<file path="src/rtl/npi_arb_pkg.sv">
// npi_arb_pkg: arbiter states, size-to-beats decode and NPI width constants
package npi_arb_pkg;
  localparam int NPI_ADDR_W = 32;
  localparam int NPI_DATA_W = 64;
  localparam int NPI_BE_W = 8;
  localparam logic [3:0] SIZE_ILLEGAL = 4'd5;
  typedef enum logic [1:0] {IDLE, WDATA, ADDR, RDATA} state_t;
  function automatic logic [4:0] size_beats(input logic [3:0] size);
    return size >= SIZE_ILLEGAL ? 5'd0 : 5'd1 << size[2:0];
  endfunction
endpackage

</file>
<file path="src/rtl/npi_rd_latency_pipe.sv">
// npi_rd_latency_pipe: delays the read-fifo pop strobe by 0-2 cycles to form read-valid
module npi_rd_latency_pipe (
  input  logic       clk,
  input  logic       rst_n,
  input  logic [1:0] lat,
  input  logic       pop,
  output logic       valid
);
  logic [1:0] d;
  always_ff @(posedge clk)
    if (!rst_n) d <= '0;
    else d <= {d[0], pop};
  assign valid = lat == 2'd0 ? pop : lat == 2'd1 ? d[0] : d[1];
endmodule

</file>
<file path="src/rtl/npi_arbiter.sv">
// npi_arbiter: two-port NPI arbiter; define NPI_ARB_RR_EN for round-robin, otherwise port 0 has fixed priority
module npi_arbiter
  import npi_arb_pkg::*;
#(
  parameter int C_PI_ADDR_WIDTH = NPI_ADDR_W,
  parameter int C_PI_DATA_WIDTH = NPI_DATA_W,
  parameter int C_PI_BE_WIDTH = NPI_BE_W
) (
  input  logic                       FSL_Clk,
  input  logic                       FSL_Rst_N,
  input  logic                       P0_Req,
  input  logic [C_PI_ADDR_WIDTH-1:0] P0_Addr,
  input  logic                       P0_RNW,
  input  logic [3:0]                 P0_Size,
  input  logic [C_PI_DATA_WIDTH-1:0] P0_WrData,
  input  logic [C_PI_BE_WIDTH-1:0]   P0_WrBE,
  input  logic                       P0_WrPush,
  output logic                       P0_WrRdy,
  output logic                       P0_Gnt,
  output logic [C_PI_DATA_WIDTH-1:0] P0_RdData,
  output logic                       P0_RdValid,
  output logic                       P0_Done,
  input  logic                       P1_Req,
  input  logic [C_PI_ADDR_WIDTH-1:0] P1_Addr,
  input  logic                       P1_RNW,
  input  logic [3:0]                 P1_Size,
  input  logic [C_PI_DATA_WIDTH-1:0] P1_WrData,
  input  logic [C_PI_BE_WIDTH-1:0]   P1_WrBE,
  input  logic                       P1_WrPush,
  output logic                       P1_WrRdy,
  output logic                       P1_Gnt,
  output logic [C_PI_DATA_WIDTH-1:0] P1_RdData,
  output logic                       P1_RdValid,
  output logic                       P1_Done,
  output logic [C_PI_ADDR_WIDTH-1:0] XIL_NPI_Addr,
  output logic                       XIL_NPI_AddrReq,
  output logic                       XIL_NPI_RNW,
  output logic [3:0]                 XIL_NPI_Size,
  output logic [C_PI_DATA_WIDTH-1:0] XIL_NPI_WrFIFO_Data,
  output logic [C_PI_BE_WIDTH-1:0]   XIL_NPI_WrFIFO_BE,
  output logic                       XIL_NPI_WrFIFO_Push,
  output logic                       XIL_NPI_RdFIFO_Pop,
  output logic                       XIL_NPI_WrFIFO_Flush,
  output logic                       XIL_NPI_RdFIFO_Flush,
  output logic                       XIL_NPI_RdModWr,
  input  logic                       XIL_NPI_AddrAck,
  input  logic [C_PI_DATA_WIDTH-1:0] XIL_NPI_RdFIFO_Data,
  input  logic                       XIL_NPI_RdFIFO_Empty,
  input  logic [1:0]                 XIL_NPI_RdFIFO_Latency,
  input  logic                       XIL_NPI_WrFIFO_AlmostFull,
  input  logic                       XIL_NPI_InitDone
);
  state_t state, state_n;
  logic own, rnw_q, bad, win, grant, win_rnw, push, pop, rvalid, rv, done, gnt, en, wr_ok;
  logic [C_PI_ADDR_WIDTH-1:0] addr_q;
  logic [3:0] size_q, win_size;
  logic [1:0] lat_q;
  logic [4:0] n, cnt, vcnt;
`ifdef NPI_ARB_RR_EN
  logic ptr;
  assign win = P0_Req && P1_Req ? ptr : P1_Req;
  always_ff @(posedge FSL_Clk)
    if (!FSL_Rst_N) ptr <= 1'b0;
    else if (grant) ptr <= !win;
`else
  assign win = !P0_Req;
`endif
  assign en = FSL_Rst_N;
  assign win_size = win ? P1_Size : P0_Size;
  assign win_rnw = win ? P1_RNW : P0_RNW;
  assign grant = state == IDLE && !bad && XIL_NPI_InitDone && (P0_Req || P1_Req);
  assign n = size_beats(size_q);
  assign wr_ok = state == WDATA && !XIL_NPI_WrFIFO_AlmostFull;
  assign push = wr_ok && (own ? P1_WrPush : P0_WrPush);
  assign pop = state == RDATA && !XIL_NPI_RdFIFO_Empty && cnt < n;
  assign rv = state == RDATA && rvalid;
  assign done = bad || (state == ADDR && XIL_NPI_AddrAck && !rnw_q) || (rv && vcnt == n - 5'd1);
  assign gnt = bad || state != IDLE;
  npi_rd_latency_pipe u_pipe (
    .clk  (FSL_Clk),
    .rst_n(FSL_Rst_N),
    .lat  (lat_q),
    .pop  (pop),
    .valid(rvalid)
  );
  always_comb begin
    state_n = state;
    if (grant && win_size < SIZE_ILLEGAL) state_n = win_rnw ? ADDR : WDATA;
    if (push && cnt == n - 5'd1) state_n = ADDR;
    if (state == ADDR && XIL_NPI_AddrAck) state_n = rnw_q ? RDATA : IDLE;
    if (rv && done) state_n = IDLE;
  end
  always_ff @(posedge FSL_Clk)
    if (!FSL_Rst_N) begin
      state <= IDLE;
      own <= 1'b0;
      addr_q <= '0;
      rnw_q <= 1'b0;
      size_q <= 4'd0;
      lat_q <= 2'd0;
      bad <= 1'b0;
      cnt <= 5'd0;
      vcnt <= 5'd0;
    end else begin
      state <= state_n;
      bad <= grant && win_size >= SIZE_ILLEGAL;
      if (grant) begin
        own <= win;
        addr_q <= win ? P1_Addr : P0_Addr;
        rnw_q <= win_rnw;
        size_q <= win_size;
        lat_q <= XIL_NPI_RdFIFO_Latency;
      end
      cnt <= state_n != state ? 5'd0 : cnt + 5'(push || pop);
      vcnt <= state != RDATA ? 5'd0 : vcnt + 5'(rv);
    end
  assign P0_Gnt = en && gnt && !own;
  assign P1_Gnt = en && gnt && own;
  assign P0_Done = en && done && !own;
  assign P1_Done = en && done && own;
  assign P0_WrRdy = en && wr_ok && !own;
  assign P1_WrRdy = en && wr_ok && own;
  assign P0_RdValid = en && rv && !own;
  assign P1_RdValid = en && rv && own;
  assign P0_RdData = P0_RdValid ? XIL_NPI_RdFIFO_Data : '0;
  assign P1_RdData = P1_RdValid ? XIL_NPI_RdFIFO_Data : '0;
  assign XIL_NPI_AddrReq = en && state == ADDR;
  assign XIL_NPI_Addr = XIL_NPI_AddrReq ? addr_q : '0;
  assign XIL_NPI_RNW = XIL_NPI_AddrReq && rnw_q;
  assign XIL_NPI_Size = XIL_NPI_AddrReq ? size_q : 4'd0;
  assign XIL_NPI_WrFIFO_Data = en && state == WDATA ? (own ? P1_WrData : P0_WrData) : '0;
  assign XIL_NPI_WrFIFO_BE = en && state == WDATA ? (own ? P1_WrBE : P0_WrBE) : '0;
  assign XIL_NPI_WrFIFO_Push = en && push;
  assign XIL_NPI_RdFIFO_Pop = en && pop;
  assign XIL_NPI_WrFIFO_Flush = !en;
  assign XIL_NPI_RdFIFO_Flush = !en;
  assign XIL_NPI_RdModWr = 1'b0;
endmodule

</file>
<file path="config.mk">
export PLATFORM = sky130hd
export DESIGN_NAME = npi_arbiter
export DESIGN_NICKNAME = d
export VERILOG_FILES = /design/src/rtl/npi_arb_pkg.sv /design/src/rtl/npi_rd_latency_pipe.sv /design/src/rtl/npi_arbiter.sv
export SDC_FILE = /design/constraint.sdc
export NUM_CORES = 1
export LEC_CHECK = 0
export CORE_AREA = 2 2 214 216
export DETAILED_ROUTE_END_ITERATION = 16
export DIE_AREA = 0 0 216 218
export PLACE_DENSITY = 0.37
export SYNTH_ARGS = -nofsm -noshare
export SYNTH_HDL_FRONTEND = slang
export SYNTH_HIERARCHICAL = 1
export SYNTH_SLANG_ARGS = --single-unit
</file>
<file path="constraint.sdc">
create_clock -name FSL_Clk -period 6.4 [get_ports FSL_Clk]
set_input_delay 1.28 -clock FSL_Clk [delete_from_list [all_inputs] [get_ports FSL_Clk]]
set_output_delay 1.28 -clock FSL_Clk [all_outputs]
set_load 0.005 [all_outputs]
</file>
Yosys cells after proc, flatten, opt, wreduce, memory -nomap -nowiden:

Cells that the tools add are included.

* word-level logic and storage cells: 97
* register bits after elaboration: 55
* bits of input ports: 294
* output and inout bits: 251

* $lt $le $gt $ge: 4
* bitwise operators: 1
* add/subtract/negate cells: 3
* multiplexer cells: 21
* equal/unequal tests: 8
* reduce and logical (&&, ||, !) cells: 49
* shifts and indexed selects: 1

Operators by type and width (number)
* two-way mux 64 bit: 4
* two-way mux 32 bit: 2
* logical AND 1 bit: 32
* two-way mux 8 bit: 2
* two-way mux 2 bit: 6
* adder 5 x 1 -> 5 bit: 2
* equality test 5 bit: 2
* >= comparator 4 x 3 -> 1 bit (second input constant): 2
* two-way mux 4 bit: 2
* zero test 1 bit: 7
* logical OR 1 bit: 5
* < comparator 5 bit: 1
* two-way mux 5 bit: 1
* left shift 1 x 3 -> 5 bit (first input constant): 1
* subtractor 5 x 1 -> 5 bit (second input constant): 1
* equality test 2 x 1 -> 1 bit (second input constant): 2
* equality test 2 bit (second input constant): 2
* zero test 2 bit: 2
* < comparator 4 x 3 -> 1 bit (second input constant): 1
* two-way mux 1 bit: 4
* OR reduction 2 bit: 2
* inequality test 2 bit: 1
* inequality test 2 bit (second input constant): 1
* nonzero test 2 bit: 1
* inverter 1 bit: 1

Depth between registers and ports, before layout:

Gate-level depths: netlist of the first run.

* depth in word-level cells: 12
* gate-level depth with buffers: 17
* depth with buffers taken out: 17

Modules after synthesis:

The synthesis of the first run kept the hierarchy.

Modules (own cells, without submodules)
* npi_arbiter: area an instance 4957.3 µm², sequential area each 1061.0 µm², cells an instance 655, times used 1
* npi_rd_latency_pipe: area an instance 71.3 µm², sequential area each 40.0 µm², cells an instance 7, times used 1

Least setup slack after synthesis of the first run:

OpenSTA, ideal clock, no wires.

* kind: flip-flop to output port
* start: register size_q[2]
* end: output port P0_Done
* stages on the path, launching flop included: 16
* required time: 5.120 ns
* buffers on the path: 0
* setup slack: 2.329 ns
* arrival: 2.791 ns
* path through: dfxtp_1 -> nor2_1 -> nand3b_1 -> ha_1 -> nor2b_1 -> o21a_1 -> o21a_1 -> o21ai_0 -> nand4_1 -> inv_1 -> mux2i_1 -> o21ai_1 -> and3_1 -> nand4_1 -> nor4_1 -> o311a_1

* cells in the longest elaborated chain, start to end: 10
* elaborated cells between the ends (all ways): 13
* those cells by class: add/sub: 1; order compare: 2; eq/ne: 1; shift: 1; mux: 2; reduce/logical: 6

Ends and longest elaborated chain
* from (decl): line npi_arbiter.sv:56 `logic [3:0] size_q, win_size;`
* from (signal assigned): line npi_arbiter.sv:111 `size_q <= win_size;`
* >= comparator 4 x 3 -> 1 bit / left shift 1 x 3 -> 5 bit (equally long branches): line npi_arb_pkg.sv:9 `return size >= SIZE_ILLEGAL ? 5'd0 : 5'd1 << size[2:0];`
* two-way mux 5 bit (*): line npi_arb_pkg.sv:9
* < comparator 5 bit (*): line npi_arbiter.sv:75 `assign pop = state == RDATA && !XIL_NPI_RdFIFO_Empty && cnt < n;`
* logical AND 1 bit (*): line npi_arbiter.sv:75
* net pop: line npi_arbiter.sv:54 `logic own, rnw_q, bad, win, grant, win_rnw, push, pop, rvalid, rv, done, gnt, en, wr_ok;`
* two-way mux 1 bit (*): line npi_rd_latency_pipe.sv:13 `assign valid = lat == 2'd0 ? pop : lat == 2'd1 ? d[0] : d[1];`
* net rvalid: line npi_arbiter.sv:54
* logical AND 1 bit (*): line npi_arbiter.sv:76 `assign rv = state == RDATA && rvalid;`
* logical AND 1 bit (*): line npi_arbiter.sv:77 `assign done = bad || (state == ADDR && XIL_NPI_AddrAck && !rnw_q) || (rv && vcnt == n - 5'd1);`
* logical OR 1 bit (*): line npi_arbiter.sv:77
* logical AND 1 bit (*) (2 in series): line npi_arbiter.sv:119 `assign P0_Done = en && done && !own;`
* to (decl): line npi_arbiter.sv:22 `output logic P0_Done,`

The timed path passes the listed nets; every way through them passes the cells marked *.

Worst setup path in the final report of the first run:

* start: register size_q[3]
* end: output port P0_Done

* cells in the longest elaborated chain, start to end: 10
* elaborated cells between the ends (all ways): 12
* those cells by class: add/sub: 1; order compare: 2; eq/ne: 1; mux: 2; reduce/logical: 6

Ends and longest elaborated chain (line)
* >= comparator 4 x 3 -> 1 bit: npi_arb_pkg.sv:9
* two-way mux 5 bit: npi_arb_pkg.sv:9
* < comparator 5 bit: npi_arbiter.sv:75
* logical AND 1 bit: npi_arbiter.sv:75
* net pop: npi_arbiter.sv:54
* two-way mux 1 bit: npi_rd_latency_pipe.sv:13
* net rvalid: npi_arbiter.sv:54
* logical AND 1 bit: npi_arbiter.sv:76
* logical AND 1 bit: npi_arbiter.sv:77
* logical OR 1 bit: npi_arbiter.sv:77
* logical AND 1 bit (2 in series): npi_arbiter.sv:119

The timed path passes the listed nets, and every way through them passes these cells.

==> reports/qor.csv, run 1 <==
metric,value,unit
status,completed,
mux cell area share after synthesis,22.1,%
dpl hpwl,29700,um
Netlist cell types,40,
crit path max fanout,7,
share of cells above drive strength 1,2.66,%
"Cell Area, Synth",5030,um^2
leakage,4.05,nW
Cells after Synth,662,
first-pass GRT wire length,46900,um
Core Box Area,44900,um^2
Worst-path clk slew,0.07,ns
max_slew headroom,26.7,%
Die Y,218,um
setup skew after layout,0.00911,ns
Crit. End Element,primary output,
Slew Limit Fails,0,
main combinational cell family by area after synthesis,simple AND/OR/NAND/NOR gates,
top_reg_cell synth,dfxtp_1,
compound-cell area share of the yosys netlist,9.18,%
total die area,47100,um^2
# rows,78,
post-synthesis simple-gate area fraction,35.9,%
xor/xnor share of the synthesized area,2.79,%
clock tree buffer depth,2,
hold_sp,u_pipe/d[0],
fin nets,1468,
Root Buffer,clkbuf_16,
P per Cell Area,102,nW/um^2
"Data arrival, critical path",4.24,ns
required time worst endpoint,5.12,ns
Vias/cell,3.62,
"Async S/R FF share, synth",0,%
setup TNS,0,ns
Synth Register Bits,55,
unrepaired setup endpoints after global routing,false,
via count,6433,
Global Route Usage Sum,13.7,%
post-synth net total,966,
TritonCTS Buffers,5,
initial antenna violation count,10,
area grow syn2layout,124,%
"EDFF count, synth",0,
Period minus WS final,5.53,ns
Synthesis Warnings,6,
Max IR drop VDD,85.7,uV
PortBufs,543,
post-CTS sizing,0,
Pre-antenna DRT Iters,4,
Avg Inst Size Synth,7.60,um^2
maxcap violations,0,
die width,216,um
hold crit path type,flop to flop,
final hold viol count,0,
final period utilization,86.3,%
CTS Hold Bufs,0,
crit path launch,size_q[3],
"Setup violations, final",0,
Initial Util,11.2,%
worst skew pair latency,0.31,ns
adder-cell area share of the yosys netlist,2.49,%
Boundary Pins,545,
H-tree depth,2,
"leading cell type in the layout, fill and taps excluded",clkdlybuf4s50_1,
largest net degree at the start of global routing,75,
CP Launch Type,flop,
CTS tree,done,
Routed Antenna Nets,0,
fin util,25.1,%
postcts setup bufs,0,
gr ovfl total,0,
Sink Count,55,
initial drt markers,278,
fmax,181,MHz
"Seq/Total Area, Yosys",21.9,%
"commonest non-fill, non-tap cells in the layout","clkdlybuf4s50_1, and2_1, nor2_1",
drc violations,0,
routed wire length per instance,19.5,um
total wire length,34500,um
global placement routability congestion,0.865,
Slew @ Worst Pin,1.09,ns
vias in the first global route,6522,
Setup Crit Path Kind,flop to primary output,
reg2reg start,size_q[3],
-- critical path, cell delays in order, from the launching register on --
cell             delay (ns)
dfxtp_1                0.37
nor2_1                 0.33
nand3b_1               0.17
ha_1                   0.29
nor2b_1                0.13
o21a_1                 0.16
o21a_1                 0.16
o21ai_0                0.15
nand4_1                0.17
inv_1                  0.12
mux2i_1                0.07
o21ai_1                0.23
and3_1                 0.26
nand4_1                0.17
nor4_1                 0.40
o311a_1                0.23
clkdlybuf4s50_1        0.54
-- layer usage --
layer / vias up / track usage, % / part of all wire, %
li1: 3247 / - / -
met1: 2871 / 15.9 / 40
met2: 295 / 23.5 / 49
met3: 20 / 5.19 / 9.4
met4: 0 / 3.88 / 1.3
met5: - / 0 / 0
-- path summary, 6_finish.rpt --
path | slack, ns | depth (start not counted) | endpoint
max | 0.88 | 16 | P0_Done
max reg2reg | 2.82 | 15 | cnt[2]
min reg2reg | 0.47 | 1 | u_pipe/d[1]
min | 0.47 | 1 | u_pipe/d[1]
-- sequential cells by signal, indices dropped and copies added, names as in the netlist --
register  cells
vcnt          5
state         2
own           1
size_q        4
u_pipe/d      2
cnt           5
lat_q         2
addr_q       32
rnw_q         1
bad           1
-- synth_stat cells (2+ instances only) --
cell        n  area (um^2)
o21ai_0     4         20.0
nor3_1      7         35.0
and3_1      6         37.5
buf_4       2         15.0
ha_1       10          125
o211ai_1    2         15.0
dfxtp_1    55         1100
nor2_1    117          439
inv_1       8         30.0
mux2i_1   110         1100
a211oi_1   38          285
nand3_1     9         45.0
buf_2      12         60.1
nor2b_1     3         18.8
o21a_1      2         15.0
xor2_1      7         61.3
nor4_1      9         56.3
xnor2_1     9         78.8
buf_1      12         45.0
and2_1    169         1060
nand4_1     2         12.5
a21oi_1     4         20.0
nand2_1    12         45.0
o311a_1     2         20.0
clkbuf_1   34          128
nand3b_1    3         22.5
-- cell families after synthesis --
family,count (synthesis)
XOR/XNOR,16
other,1
adder cells (fa/ha/maj),10
AO/OA/AOI/OAI,60
AND/OR/NAND/NOR,341
flip-flops,55
buffers and inverters,68
multiplexers,111
-- layout make-up --
cell class | count | area (um^2)
Inverter | 8 | 30.0
Clock buffer | 7 | 143
Multi-Input combinational cell | 539 | 3660
Clock inverter | 1 | 8.76
Sequential cell | 55 | 1100
Tap cell | 600 | 751
Timing Repair Buffer | 555 | 5550
Fill cell | 4924 | 33600
Antenna cell | 10 | 25.0
-- power by group --
group / total [mW] / internal, mW / switching [mW]
combinational: 0.450 / 0.272 / 0.178
sequential: 0.397 / 0.370 / 0.0275
clock: 0.297 / 0.158 / 0.139
-- through the flow --
step | total power, mW | hold WS (ns) | instance area, um^2 | std cells | setup slack, ns
6_report | 1.14 | 0.466 | 11300 | 1775 | 0.875
5_1_grt | 1.22 | 0.500 | 11300 | 1773 | 0.403
4_1_cts | 1.17 | 0.471 | 11200 | 1765 | 0.820
3_5_place_dp | 0.861 | 0.450 | 11100 | 1757 | 1.08
3_3_place_gp | 0.861 | 0.443 | 11100 | 1757 | 1.16
2_1_floorplan | 0.580 | 0.430 | 5030 | 662 | 2.33
Note: power is estimated with default switching activity, not from simulation.
==> run 2, diff against run 1 <==
- SKIP_CTS_REPAIR_TIMING: unset -> 1
==> results of run 2 <==
Final layout, timing and power as in run 1 (identical DEF).
